--- src/rtl/swivm_uart_tx.sv ---
// swivm_uart_tx: FIFO-buffered 8N1 UART transmitter for the swivm core console.
// Define SWIVM_UART_PARITY_EN to add an even-parity bit (11-bit frame).
module swivm_uart_tx #(
   parameter int unsigned CLKS_PER_BIT = 16,
   parameter int unsigned FIFO_DEPTH   = 16
) (
   input  logic       clk,
   input  logic       reset,
   input  logic [7:0] outbyte,
   input  logic       outbyte_valid,
   output logic       tx,
   output logic       busy,
   output logic       fifo_full,
   output logic       overflow
);

   localparam int unsigned PtrW  = $clog2(FIFO_DEPTH);
   localparam int unsigned CntW  = PtrW + 1;
   localparam int unsigned BaudW = $clog2(CLKS_PER_BIT);

   typedef enum logic [2:0] {
      StIdle,
      StStart,
      StData,
`ifdef SWIVM_UART_PARITY_EN
      StParity,
`endif
      StStop
   } state_e;

   // Transmit FIFO
   logic [7:0]      mem_q [FIFO_DEPTH];
   logic [PtrW-1:0] wr_ptr_q, wr_ptr_d;
   logic [PtrW-1:0] rd_ptr_q, rd_ptr_d;
   logic [CntW-1:0] count_q, count_d;
   logic            overflow_q, overflow_d;
   logic            full, empty, push, pop;

   // Serialiser
   state_e           state_q, state_d;
   logic [BaudW-1:0] baud_q, baud_d;
   logic [2:0]       bit_q, bit_d;
   logic [7:0]       shift_q, shift_d;
   logic             tx_q, tx_d;
   logic             last_tick;
`ifdef SWIVM_UART_PARITY_EN
   logic             parity_q, parity_d;
`endif

   assign full  = (count_q == CntW'(FIFO_DEPTH));
   assign empty = (count_q == '0);
   // A write while full is still accepted if the serialiser frees a slot on the same edge.
   assign push  = outbyte_valid && (!full || pop);

   always_comb begin
      wr_ptr_d   = wr_ptr_q;
      rd_ptr_d   = rd_ptr_q;
      count_d    = count_q;
      overflow_d = overflow_q | (outbyte_valid & full & ~pop);
      if (push) wr_ptr_d = wr_ptr_q + PtrW'(1);
      if (pop)  rd_ptr_d = rd_ptr_q + PtrW'(1);
      unique case ({push, pop})
         2'b10:   count_d = count_q + CntW'(1);
         2'b01:   count_d = count_q - CntW'(1);
         default: count_d = count_q;
      endcase
   end

   always_ff @(posedge clk) begin
      if (push) mem_q[wr_ptr_q] <= outbyte;
   end

   assign last_tick = (baud_q == BaudW'(CLKS_PER_BIT - 1));

   always_comb begin
      state_d  = state_q;
      baud_d   = baud_q;
      bit_d    = bit_q;
      shift_d  = shift_q;
      tx_d     = tx_q;
      pop      = 1'b0;
`ifdef SWIVM_UART_PARITY_EN
      parity_d = parity_q;
`endif
      if (state_q != StIdle) baud_d = last_tick ? '0 : baud_q + BaudW'(1);

      unique case (state_q)
         StIdle: begin
            tx_d = 1'b1;
         end
         StStart: begin
            if (last_tick) begin
               state_d = StData;
               bit_d   = '0;
               tx_d    = shift_q[0];
            end
         end
         StData: begin
            if (last_tick) begin
               if (bit_q == 3'd7) begin
`ifdef SWIVM_UART_PARITY_EN
                  state_d = StParity;
                  tx_d    = parity_q;
`else
                  state_d = StStop;
                  tx_d    = 1'b1;
`endif
               end else begin
                  bit_d   = bit_q + 3'd1;
                  shift_d = shift_q >> 1;
                  tx_d    = shift_q[1];
               end
            end
         end
`ifdef SWIVM_UART_PARITY_EN
         StParity: begin
            if (last_tick) begin
               state_d = StStop;
               tx_d    = 1'b1;
            end
         end
`endif
         StStop: begin
            if (last_tick) begin
               state_d = StIdle;
               tx_d    = 1'b1;
            end
         end
         default: begin
            state_d = StIdle;
            tx_d    = 1'b1;
         end
      endcase

      // Load the next byte from idle, or straight out of a finished stop bit so frames abut.
      if (!empty && (state_q == StIdle || (state_q == StStop && last_tick))) begin
         pop      = 1'b1;
         shift_d  = mem_q[rd_ptr_q];
         tx_d     = 1'b0;
         state_d  = StStart;
         baud_d   = '0;
`ifdef SWIVM_UART_PARITY_EN
         parity_d = ^mem_q[rd_ptr_q];
`endif
      end
   end

   always_ff @(posedge clk or posedge reset) begin
      if (reset) begin
         wr_ptr_q   <= '0;
         rd_ptr_q   <= '0;
         count_q    <= '0;
         overflow_q <= 1'b0;
         state_q    <= StIdle;
         baud_q     <= '0;
         bit_q      <= '0;
         shift_q    <= '0;
         tx_q       <= 1'b1;
`ifdef SWIVM_UART_PARITY_EN
         parity_q   <= 1'b0;
`endif
      end else begin
         wr_ptr_q   <= wr_ptr_d;
         rd_ptr_q   <= rd_ptr_d;
         count_q    <= count_d;
         overflow_q <= overflow_d;
         state_q    <= state_d;
         baud_q     <= baud_d;
         bit_q      <= bit_d;
         shift_q    <= shift_d;
         tx_q       <= tx_d;
`ifdef SWIVM_UART_PARITY_EN
         parity_q   <= parity_d;
`endif
      end
   end

   assign tx        = tx_q;
   assign busy      = (state_q != StIdle) || !empty;
   assign fifo_full = full;
   assign overflow  = overflow_q;

endmodule

--- config.mk ---
export PLATFORM = sky130hd
export DESIGN_NAME = swivm_uart_tx
export DESIGN_NICKNAME = d
export VERILOG_FILES = /design/src/rtl/swivm_uart_tx.sv
export SDC_FILE = /design/constraint.sdc
export NUM_CORES = 1
export LEC_CHECK = 0
export ABC_AREA = 0
export ABC_CLOCK_PERIOD_IN_PS = 2700
export CORE_UTILIZATION = 55
export CTS_CLUSTER_SIZE = 30
export DETAILED_ROUTE_END_ITERATION = 12
export GPL_TIMING_DRIVEN = 0
export PLACE_DENSITY = 0.72
export SYNTH_ARGS = -nofsm -noshare
export SYNTH_HDL_FRONTEND = slang
export SYNTH_SLANG_ARGS = --single-unit
--- constraint.sdc ---
create_clock -name clk -period 2.7 [get_ports clk]
set_input_delay 0.81 -clock clk [delete_from_list [all_inputs] [get_ports clk]]
set_output_delay 0.81 -clock clk [all_outputs]
set_load 0.05 [all_outputs]
==> results of run 1 <==
[flip-flops by register name, summed over array words and instances (netlist names), 2 cells and up]
| name | cells |
|---|---|
| mem_q | 128 |
| shift_q | 8 |
| count_q | 5 |
| baud_q | 4 |
| rd_ptr_q | 4 |
| wr_ptr_q | 4 |
| bit_q | 3 |
| state_q | 2 |
[cells in the mapped netlist (2+ instances only)]
library cell  count  area share
edfxtp_1        128        0.57
mux4_2           40        0.13
dfrtp_1          31        0.11
nand2_1          20       0.011
inv_1            16      0.0088
ha_1             14       0.026
clkbuf_1         10      0.0055
nor2_1           10      0.0055
o21ai_1           9      0.0066
and2_1            8      0.0074
xnor2_1           8       0.010
mux2i_1           7       0.010
o21ai_0           7      0.0052
buf_6             5      0.0083
nand3_1           5      0.0037
a21oi_1           4      0.0029
nor4_1            4      0.0037
a31oi_1           3      0.0028
nand2b_1          3      0.0028
nand4_1           3      0.0028
o211ai_1          3      0.0033
o31ai_1           3      0.0033
o32ai_1           3      0.0039
a31o_2            2      0.0026
a32o_1            2      0.0029
and3_1            2      0.0018
buf_1             2      0.0011
nor3_1            2      0.0015
nor3b_1           2      0.0022
[worst min path at each step]
stage | to | start | depth (start not counted)
floorplan | bit_q[1] | bit_q[1] | 1
global placement | overflow | overflow | 1
detailed placement | overflow | overflow | 1
CTS | overflow | overflow | 1
global route | overflow | overflow | 1
finish | overflow | overflow | 1
[per-stage QoR]
stage / cell area, um2 / TNS [ns] / std cells / setup slack, ns / util
2_1_floorplan: 6800 / 0 / 380 / 0.0491 / -
3_3_place_gp: 7120 / -85.05 / 541 / -1.01 / 0.593
3_5_place_dp: 7180 / -62.89 / 545 / -1.03 / 0.598
4_1_cts: 7830 / -0.0379 / 579 / -0.0379 / 0.652
5_1_grt: 7870 / -0.0535 / 584 / -0.0449 / 0.655
6_report: 7870 / 0 / 584 / 0.0500 / 0.655
[per-layer routing]
| metal | global-route usage | vias up | wire length (um) |
|---|---|---|---|
| met5 | 0 | - | 8 |
| li1 | - | 1606 | - |
| met4 | 0.0956 | 2 | 241 |
| met2 | 0.389 | 99 | 6970 |
| met1 | 0.275 | 1813 | 5250 |
| met3 | 0.0659 | 23 | 686 |
[cell families (layout without fill, tap and decap cells)]
kind of cell               after synthesis  count (layout)  synth area share
AOI/OAI and AO/OA                       50              50            0.0574
xor gates and xnor gates                 9               9            0.0116
adders and majority gates               14              14            0.0258
buffers and inverters                   34              91            0.0248
DFF                                    160             160             0.683
muxes                                   49              49             0.148
and+or+nand+nor                         64              64            0.0491
[area by class of cell]
cell class | instances | area (um2) | share of cell area
Sequential cell | 160 | 4650 | 0.590
Multi-Input combinational cell | 186 | 2090 | 0.265
Clock buffer | 17 | 425 | 0.0540
Timing Repair Buffer | 26 | 236 | 0.0300
Tap cell | 147 | 184 | 0.0234
Clock inverter | 15 | 134 | 0.0170
Buffer | 17 | 98.8 | 0.0126
Inverter | 16 | 60.1 | 0.00763
[timing repair]
item,4_1_cts,5_1_grt
buffers inserted,2,6
setup endpoints to repair,90,26
resized for setup,38,7
pin swaps,4,2
[power breakdown]
part / internal, uW / switching (uW) / total (uW)
clock network: 1280 / 992 / 2270
logic: 1400 / 1650 / 3050
registers: 3100 / 204 / 3300
[critical path, delay by kind of cell, from the launching register on]
kind / cells / cell delay, ns
simple gates: 2 / 0.77
flops: 1 / 0.44
buf+inv: 2 / 0.21
==> metrics.md, run 1 <==
| Metric | Value |
|---|---|
| Slew headroom | `0.434` |
| Setup crit end kind | `output port` |
| First-pass GRT wire length | `20.7 mm` |
| Number of synthesized flops with an enable pin | `128` |
| Core Region | `12,000 um2` |
| Final min period | `2.65 ns` |
| GRT overflow | `0` |
| Critical Path RT | `1.89 ns` |
| Port bufs | `14` |
| Slowest cell on crit path | `or4_4` |
| Die Area | `12,800 um2` |
| Ports | `15` |
| Final worst path period share | `0.981` |
| Residual DRC | `0` |
| Synth warn | `0` |
| Routed len/inst | `22.5 um` |
| Slowest stage delay, CP | `0.61 ns` |
| LEAKAGE | `0.00271 uW` |
| Max-cap violations | `0` |
| Die W | `113 um` |
| Site Rows | `40` |
| TritonCTS clock tree | `built` |
| Fmax achieved | `377 MHz` |
| Synth Net Count | `405` |
| Worst VDD drop | `604 uV` |
| Fin Clk Skew | `0.00933 ns` |
| Final ANT Viol Nets | `0` |
| Pwr/cell area | `1100 nW/um2` |
| Unrepaired setup endpoints after global routing | `yes` |
| Diode count | `0` |
| Clk buf depth | `2` |
| Critical path data arrival time | `1.84 ns` |
| CTS Hold Bufs | `0` |
| Cells after Synth | `380` |
| Slew Viols, Final | `0` |
| Violation count after the first detailed-route iteration | `322` |
| Worst R2R End | `count_q[4]` |
| Status | `finished clean` |
| Crit-path max FO | `4` |
| Fill cell count | `803` |
| Initial antenna violation count | `1` |
| Final Wtd Congestion | `0.749` |
| Total GRT Usage | `0.228` |
| CP endpoint | `busy` |
| Most common cell after layout, fill and taps aside | `edfxtp_1` |
| Final Hold Slack | `0.470 ns` |
| Nets@finish | `449` |
| Final hold vios | `0` |
| Seq cells post-synth | `160` |
| Die H | `113 um` |
| Least-Margin Pin Slew | `0.850 ns` |
| Distinct cells, synth | `53` |
| Commonest non-fill, non-tap cells in the layout | `128 x edfxtp_1, 40 x mux4_2, 30 x dfrtp_1` |
| Clock root buffer | `clkbuf_16` |
| CTS buffer count | `17` |
| Hold Crit Class | `flop to flop` |
| Post-synthesis sequential area ratio | `0.683` |
| Num Clock Sinks | `160` |
| Crit-path cells | `or4_4 -> nor2_4 -> inv_2 -> buf_8` |
| Vias per cell | `6.07` |
| Largest net degree at the start of global routing | `33` |
| Reg-to-reg slack, setup | `0.12 ns` |
| Initial Util | `0.566` |
| Total power | `8620 uW` |
| DRT Wirelength | `13.1 mm` |
| Vias in the first global route | `3,716` |
| CTS H-tree lvls | `4` |
| Critical path launch point type | `flop` |
| Worst setup path class | `flop to output port` |
| Vias | `3,543` |
| Asr flop ratio synth | `0.200` |
| Worst R2R Start | `count_q[3]` |
| FF-to-FF path depth | `9` |
| Crit path from | `count_q[3]` |
| Clock Latency Late Sink | `0.42 ns` |
| DRT Pass-1 Iters | `4` |
| Layout cells sized above 1 | `0.286` |
| Final setup vio count | `0` |
| DP HPWL | `8.54 mm` |
| Syn Area/Cell | `17.9 um2` |
| Layout area overhead | `15.8%` |
| Synth Flop Type | `edfxtp_1` |
| Mapped cell area | `6800 um2` |
| Clock transition at path regs | `0.06 ns` |
Power figures use the tool's default switching activity.
==> inputs of run 2 (changes only) <==
--- a/config.mk
+++ b/config.mk
@@ -7,6 +7,7 @@
 export LEC_CHECK = 0
 export ABC_AREA = 0
 export ABC_CLOCK_PERIOD_IN_PS = 2700
+export CAP_MARGIN = 20
 export CORE_UTILIZATION = 55
 export CTS_CLUSTER_SIZE = 30
 export DETAILED_ROUTE_END_ITERATION = 12
==> run 2 against run 1 <==
Against the previous run:
- count of clock-buffer cells in the layout unchanged
- die area unchanged
- routed wire length is 1.0% lower
- maximum frequency increased by 0.67%
- non-clock buffer count increased by 4
- flip-flop and latch count stayed put
- cell area increased by 1.2%
- hold slack gained 0.0036 ns
- register-to-register slack better by 0.07 ns
- critical path depth up 1
- total power up 0.12%
- critical path type is now primary input to flop
- critical endpoint is now mem_q[13][5]
- largest cell class unchanged
- highest routed layer is now met4
==> metrics.md, run 2 (synthesis results as in run 1) <==
| Metric | Value |
|---|---|
| Fmax achieved | `380 MHz (+0.67%)` |
| Largest register by flop count | `mem_q` |
| Routed len/inst | `22.1 um (-1.7%)` |
| Hold path startpoint | `overflow` |
| Vias per cell | `6.08 (+0.27%)` |
| Largest net degree at the start of global routing | `25 (-24%)` |
| Final ANT Viol Nets | `0 (unchanged)` |
| Most common cell after layout, fill and taps aside | `edfxtp_1` |
| Final min period | `2.63 ns (-0.0176 ns)` |
| Biggest regs | `mem_q (128), shift_q (8), count_q (5)` |
| Clock transition at path regs | `0.07 ns (about the same)` |
| Initial antenna violation count | `0 (-1)` |
| Setup crit end kind | `flop` |
| First-pass GRT wire length | `20.8 mm (+0.33%)` |
| Clk buf depth | `2 (unchanged)` |
| Die Area | `12,800 um2 (unchanged)` |
| Commonest non-fill, non-tap cells in the layout | `128 x edfxtp_1, 40 x mux4_2, 30 x dfrtp_1` |
| Hold Crit Class | `flop to flop` |
| Site Rows | `40 (unchanged)` |
| Clock root buffer | `clkbuf_16` |
| Violation count after the first detailed-route iteration | `383 (+19%)` |
| Critical path data arrival time | `2.70 ns (+0.86 ns)` |
| Slew Viols, Final | `0 (unchanged)` |
| Final worst setup slack | `0.0676 ns (+0.0176 ns)` |
| DP HPWL | `8.60 mm (+0.77%)` |
| Placed cells | `546 (+0.18%)` |
| Max reg flops | `128 (unchanged)` |
| Layout area overhead | `17.2%` |
| Die W | `113 um (unchanged)` |
| Die H | `113 um (unchanged)` |
| Slew headroom | `0.433 (about the same)` |
| Num Clock Sinks | `160 (unchanged)` |
| GRT overflow | `0 (unchanged)` |
| Core Region | `12,000 um2 (unchanged)` |
| LEAKAGE | `0.00274 uW (+1.1%)` |
| Worst VDD drop | `648 uV (+7.3%)` |
| Crit path from | `outbyte_valid` |
| Diode count | `0 (unchanged)` |
| Crit-path max FO | `8 (+4)` |
| Initial Util | `0.566 (unchanged)` |
| Vias in the first global route | `3,643 (-2.0%)` |
| Residual DRC | `0 (unchanged)` |
| Crit-path cells | `clkdlybuf4s50_1 -> inv_2 -> a31oi_4 -> and3_1 -> and2_1` |
| CTS H-tree lvls | `4 (unchanged)` |
| CP bufs+invs | `2 (unchanged)` |
| Final Wtd Congestion | `0.749 (unchanged)` |
| DRT Pass-1 Iters | `5 (+1)` |
| Pwr/cell area | `1080 nW/um2 (-1.1%)` |
| Setup TNS | `0 ns (unchanged)` |
| Status | `finished clean` |
| DRT Wirelength | `13.0 mm (-1.0%)` |
| Cell Count, Final, Fillers Out | `588 (+0.68%)` |
| Nets@finish | `453 (+0.89%)` |
| Slowest cell on crit path | `clkdlybuf4s50_1` |
| CTS buffer count | `17 (unchanged)` |
| Port bufs | `14 (unchanged)` |
| Worst path top cell family by delay | `buffers and inverters` |
| Final Hold Slack | `0.473 ns (+0.00356 ns)` |
| Total GRT Usage | `0.229 (+0.000432)` |
| Critical Path RT | `2.76 ns (+0.87 ns)` |
| Dpl ws | `-1.03 ns (-0.00167 ns)` |
| Fin Clk Skew | `0.0117 ns (+0.00238 ns)` |
| Layout cells sized above 1 | `0.293 (+0.00648)` |
| TritonCTS clock tree | `built` |
| Fin util | `0.663 (+0.00781)` |
| Final hold vios | `0 (unchanged)` |
| Unrepaired setup endpoints after global routing | `no` |
| CTS Hold Bufs | `0 (unchanged)` |
| Clock Latency Late Sink | `0.43 ns (about the same)` |
| Slowest stage delay, CP | `0.69 ns (+0.08 ns)` |
| Final worst path period share | `0.975 (-0.00652)` |
| Final setup vio count | `0 (unchanged)` |
| Ports | `15 (unchanged)` |
| Least-Margin Pin Slew | `0.847 ns (-0.00259 ns)` |
| Critical path launch point type | `primary input` |
| Worst R2R Start | `count_q[1]` |
| Max-cap violations | `0 (unchanged)` |
| Worst setup path class | `primary input to flop` |
| Vias | `3,577 (+0.96%)` |
## run 2: changes by cell type in the layout (fill, tap and decap cells not counted), sizes merged
| cell | change |
|---|---|
| bufinv | -1 |
| clkbuf | -1 |
| clkinv | -2 |
| buf | +5 |
| inv | +2 |
| clkinvlp | +1 |
## run 2: layer usage
layer / part of all wire / up-vias / routed length, um / track usage
li1: - / 1616 / - / -
met1: 0.42 / 1848 / 5410 / 0.292
met2: 0.51 / 98 / 6680 / 0.378
met3: 0.053 / 15 / 685 / 0.0616
met4: 0.018 / 0 / 231 / 0.0904
met5: 0 / - / 0 / 0
## run 2: worst paths after layout
path                            cells after the start  slack, ns           end
worst max-delay path                                5       0.07  mem_q[13][5]
worst min-delay path                                1       0.47      overflow
worst max register to register                     10       0.19    count_q[4]
worst min register to register                      1       0.47      overflow
max in group asynchronous                           3       1.40            tx
min in group asynchronous                           2       0.72   wr_ptr_q[2]
## run 2: what timing repair did
item	4_1_cts	5_1_grt
gates cloned	0	0
gates resized for setup	33	10
pin swaps	7	1
setup endpoints to repair	99	98
setup buffers	7	5
## run 2: area by class of cell
cell class,count,area [um2]
plain buffers,16,93.8
clock buffers,17,425
clock inverters,15,126
fillers,791,4050
inverters,16,60.1
multi-input cells,186,2080
flip-flops and latches,160,4650
well taps,147,184
repair buffers,31,344
## run 2: where the power goes
part,switching (uW),leakage (uW),internal (uW)
clock network,1040,0.000269,1210
logic,1660,0.000917,1440
registers,195,0.00155,3100
## run 2: metrics by stage
step                      area (um2)  total power (uW)
final                           7970              8630
after global routing            7970              9060
after CTS                       7930              8620
after detailed placement        7200              6260
after global placement          7120              6140
after floorplan                 6800              5490
==> inputs of run 3 (changes only) <==
--- a/config.mk
+++ b/config.mk
@@ -9,10 +9,13 @@
 export ABC_CLOCK_PERIOD_IN_PS = 2700
 export CAP_MARGIN = 20
 export CORE_UTILIZATION = 55
+export CTS_BUF_LIST = sky130_fd_sc_hd__clkbuf_16
 export CTS_CLUSTER_SIZE = 30
 export DETAILED_ROUTE_END_ITERATION = 12
 export GPL_TIMING_DRIVEN = 0
 export PLACE_DENSITY = 0.72
+export SKIP_CTS_REPAIR_TIMING = 1
+export SLEW_MARGIN = 25
 export SYNTH_ARGS = -nofsm -noshare
 export SYNTH_HDL_FRONTEND = slang
 export SYNTH_SLANG_ARGS = --single-unit
==> run 3 against run 2 <==
Against the previous run:
- the run now ends with setup timing left
- cell area is 0.53% higher
- first-iteration DRC count shrank 2.1%
- cell count unchanged
- worst setup slack got worse by 0.092 ns
- clock skew about the same
- utilization rose by 0.35 points
- routed wire length up 2.1%
- count of clock-buffer cells in the layout is the same
- highest routed layer unchanged
==> metrics.md, run 3 (synthesis results as in run 1) <==
| Metric | Value |
|---|---|
| Fmax achieved | `367 MHz (-3.4%)` |
| Clock transition at path regs | `0.06 ns (about the same)` |
| Num Clock Sinks | `160 (unchanged)` |
| Slowest cell on crit path | `or4_4` |
| Slowest stage delay, CP | `0.49 ns (-0.20 ns)` |
| Final setup vio count | `1 (+1)` |
| Dpl ws | `-1.04 ns (-0.0168 ns)` |
| Busiest metal layer after global routing | `met2` |
| Comb pwr share | `0.348 (-0.011)` |
| Total GRT Usage | `0.224 (-0.00482)` |
| Placed cells | `545 (-0.18%)` |
| Largest net degree at the start of global routing | `33 (+32%)` |
| DRT Wirelength | `13.3 mm (+2.1%)` |
| Residual DRC | `0 (unchanged)` |
| Switching Share | `0.325 (-0.00965)` |
| Vias per cell | `6.14 (+0.89%)` |
| Worst path top cell family by delay | `simple AND/OR/NAND/NOR gates` |
| Commonest non-fill, non-tap cells in the layout | `128 x edfxtp_1, 40 x mux4_2, 30 x dfrtp_1` |
| Most common cell after layout, fill and taps aside | `edfxtp_1` |
| Die W | `113 um (unchanged)` |
| Layout area overhead | `17.8%` |
| TritonCTS clock tree | `built` |
| Placed inst area | `7170 um2 (-0.52%)` |
| Max reg flops | `128 (unchanged)` |
| LEAKAGE | `0.00277 uW (+1.1%)` |
| Max-cap violations | `0 (unchanged)` |
| Status | `finished, violations left` |
| Final Wtd Congestion | `0.749 (unchanged)` |
| Unrepaired setup endpoints after global routing | `yes` |
| Clock root buffer | `clkbuf_16` |
| GRT overflow | `0 (unchanged)` |
| Sw Pwr | `2900 uW (+0.47%)` |
| Met1 Usage GRT | `0.286 (-0.00552)` |
| Clock Latency Late Sink | `0.44 ns (about the same)` |
| Initial antenna violation count | `0 (unchanged)` |
| Fin Clk Skew | `0.0120 ns (+0.000263 ns)` |
| Failing checks | `setup timing` |
| Largest register by flop count | `mem_q` |
| Least-Margin Pin Slew | `0.858 ns (+0.0113 ns)` |
| Cell Count, Final, Fillers Out | `588 (unchanged)` |
| Core Region | `12,000 um2 (unchanged)` |
| Critical Path RT | `1.89 ns (-0.87 ns)` |
| Port bufs | `14 (unchanged)` |
| Routed len/inst | `22.6 um (+2.1%)` |
| Clk pwr share | `0.282 (+0.022)` |
| CTS buffer count | `17 (unchanged)` |
| DRT Pass-1 Iters | `5 (unchanged)` |
| Worst VDD drop | `674 uV (+4.0%)` |
| Total power | `8930 uW (+3.4%)` |
| Final worst path period share | `1.01 (+0.0340)` |
| Die H | `113 um (unchanged)` |
| Final hold vios | `0 (unchanged)` |
| Layout cells sized above 1 | `0.288 (-0.00454)` |
| Vias in the first global route | `3,610 (-0.91%)` |
| Site Rows | `40 (unchanged)` |
| Reg power frac | `0.369 (-0.013)` |
| Die Area | `12,800 um2 (unchanged)` |
| Final worst setup slack | `-0.0243 ns (-0.0919 ns)` |
| DP HPWL | `8.60 mm (about the same)` |
| Slew headroom | `0.428 (-0.00542)` |
| Final min period | `2.72 ns (+0.0919 ns)` |
| Critical path data arrival time | `1.91 ns (-0.79 ns)` |
| Reg-to-reg slack, setup | `0.19 ns (about the same)` |
| Nets@finish | `453 (unchanged)` |
| Pwr/cell area | `1120 nW/um2 (+2.9%)` |
| Diode count | `0 (unchanged)` |
| Crit-path cells | `buf_6 -> or4_4 -> buf_12 -> nor2_4 -> inv_2 -> buf_8` |
| Worst setup path class | `flop to output port` |
| Hold Crit Class | `flop to flop` |
| Final ANT Viol Nets | `0 (unchanged)` |
| Clk buf depth | `2 (unchanged)` |
| Initial Util | `0.566 (unchanged)` |
| Slew Viols, Final | `0 (unchanged)` |
| Setup crit end kind | `output port` |
| GR met2 Demand/Resource | `0.371 (-0.00695)` |
| Vias | `3,609 (+0.89%)` |
| CTS H-tree lvls | `4 (unchanged)` |
| Crit-path max FO | `5 (-3)` |
| CP bufs+invs | `4 (+2)` |
| Critical path launch point type | `flop` |
| Ports | `15 (unchanged)` |
| Final Hold Slack | `0.469 ns (-0.00409 ns)` |
| Violation count after the first detailed-route iteration | `375 (-2.1%)` |
| Global Route met3 Usage | `0.0530 (-0.00857)` |
| Internal Power | `6030 uW (+4.9%)` |
| Fin area | `8010 um2 (+0.53%)` |
| First-pass GRT wire length | `20.1 mm (-3.2%)` |
| Biggest regs | `mem_q (128), shift_q (8), count_q (5)` |
-- run 3: cell count changes in the layout (fill, tap and decap cells not counted), sizes merged --
cell,change
bufinv,+3
inv,-1
clkinv,-2
-- run 3: path summary, 6_finish.rpt --
check                           depth (start not counted)  startpoint            to
worst max-delay path                                    6  count_q[1]          busy
min in group asynchronous                               2       reset   wr_ptr_q[2]
max in group asynchronous                               2       reset    count_q[2]
worst min-delay path                                    1    overflow      overflow
worst min register to register                          1    overflow      overflow
worst max register to register                          7  count_q[1]  mem_q[10][7]
-- run 3: final cells by class --
type | count | area [um2]
Buffer | 17 | 114
Clock buffer | 17 | 425
Clock inverter | 15 | 200
Fill cell | 795 | 4000
Inverter | 16 | 60.1
Multi-Input combinational cell | 186 | 2070
Sequential cell | 160 | 4650
Tap cell | 147 | 184
Timing Repair Buffer | 30 | 307
-- run 3: through the flow --
| stage | setup TNS, ns | utilization |
|---|---|---|
| 6_report | -0.0243 | 0.667 |
| 5_1_grt | -0.114 | 0.667 |
| 2_1_floorplan | 0 | - |
| 3_5_place_dp | -63.50 | 0.597 |
| 4_1_cts | -28.73 | 0.649 |
| 3_3_place_gp | -85.05 | 0.593 |
-- run 3: power groups by stage --
stage	Combinational, uW	Sequential, uW	Clock, uW
detailed placement	2880	3360	0
finish	3110	3300	2520
CTS	2910	3310	2540
global route	3370	3340	2630
global placement	2800	3340	0
floorplan	2150	3350	0
-- run 3: metal layers --
| metal | vias up | wire, um |
|---|---|---|
| met1 | 1847 | 5440 |
| met3 | 21 | 679 |
| met5 | - | 0 |
| met4 | 0 | 267 |
| li1 | 1612 | - |
| met2 | 129 | 6900 |
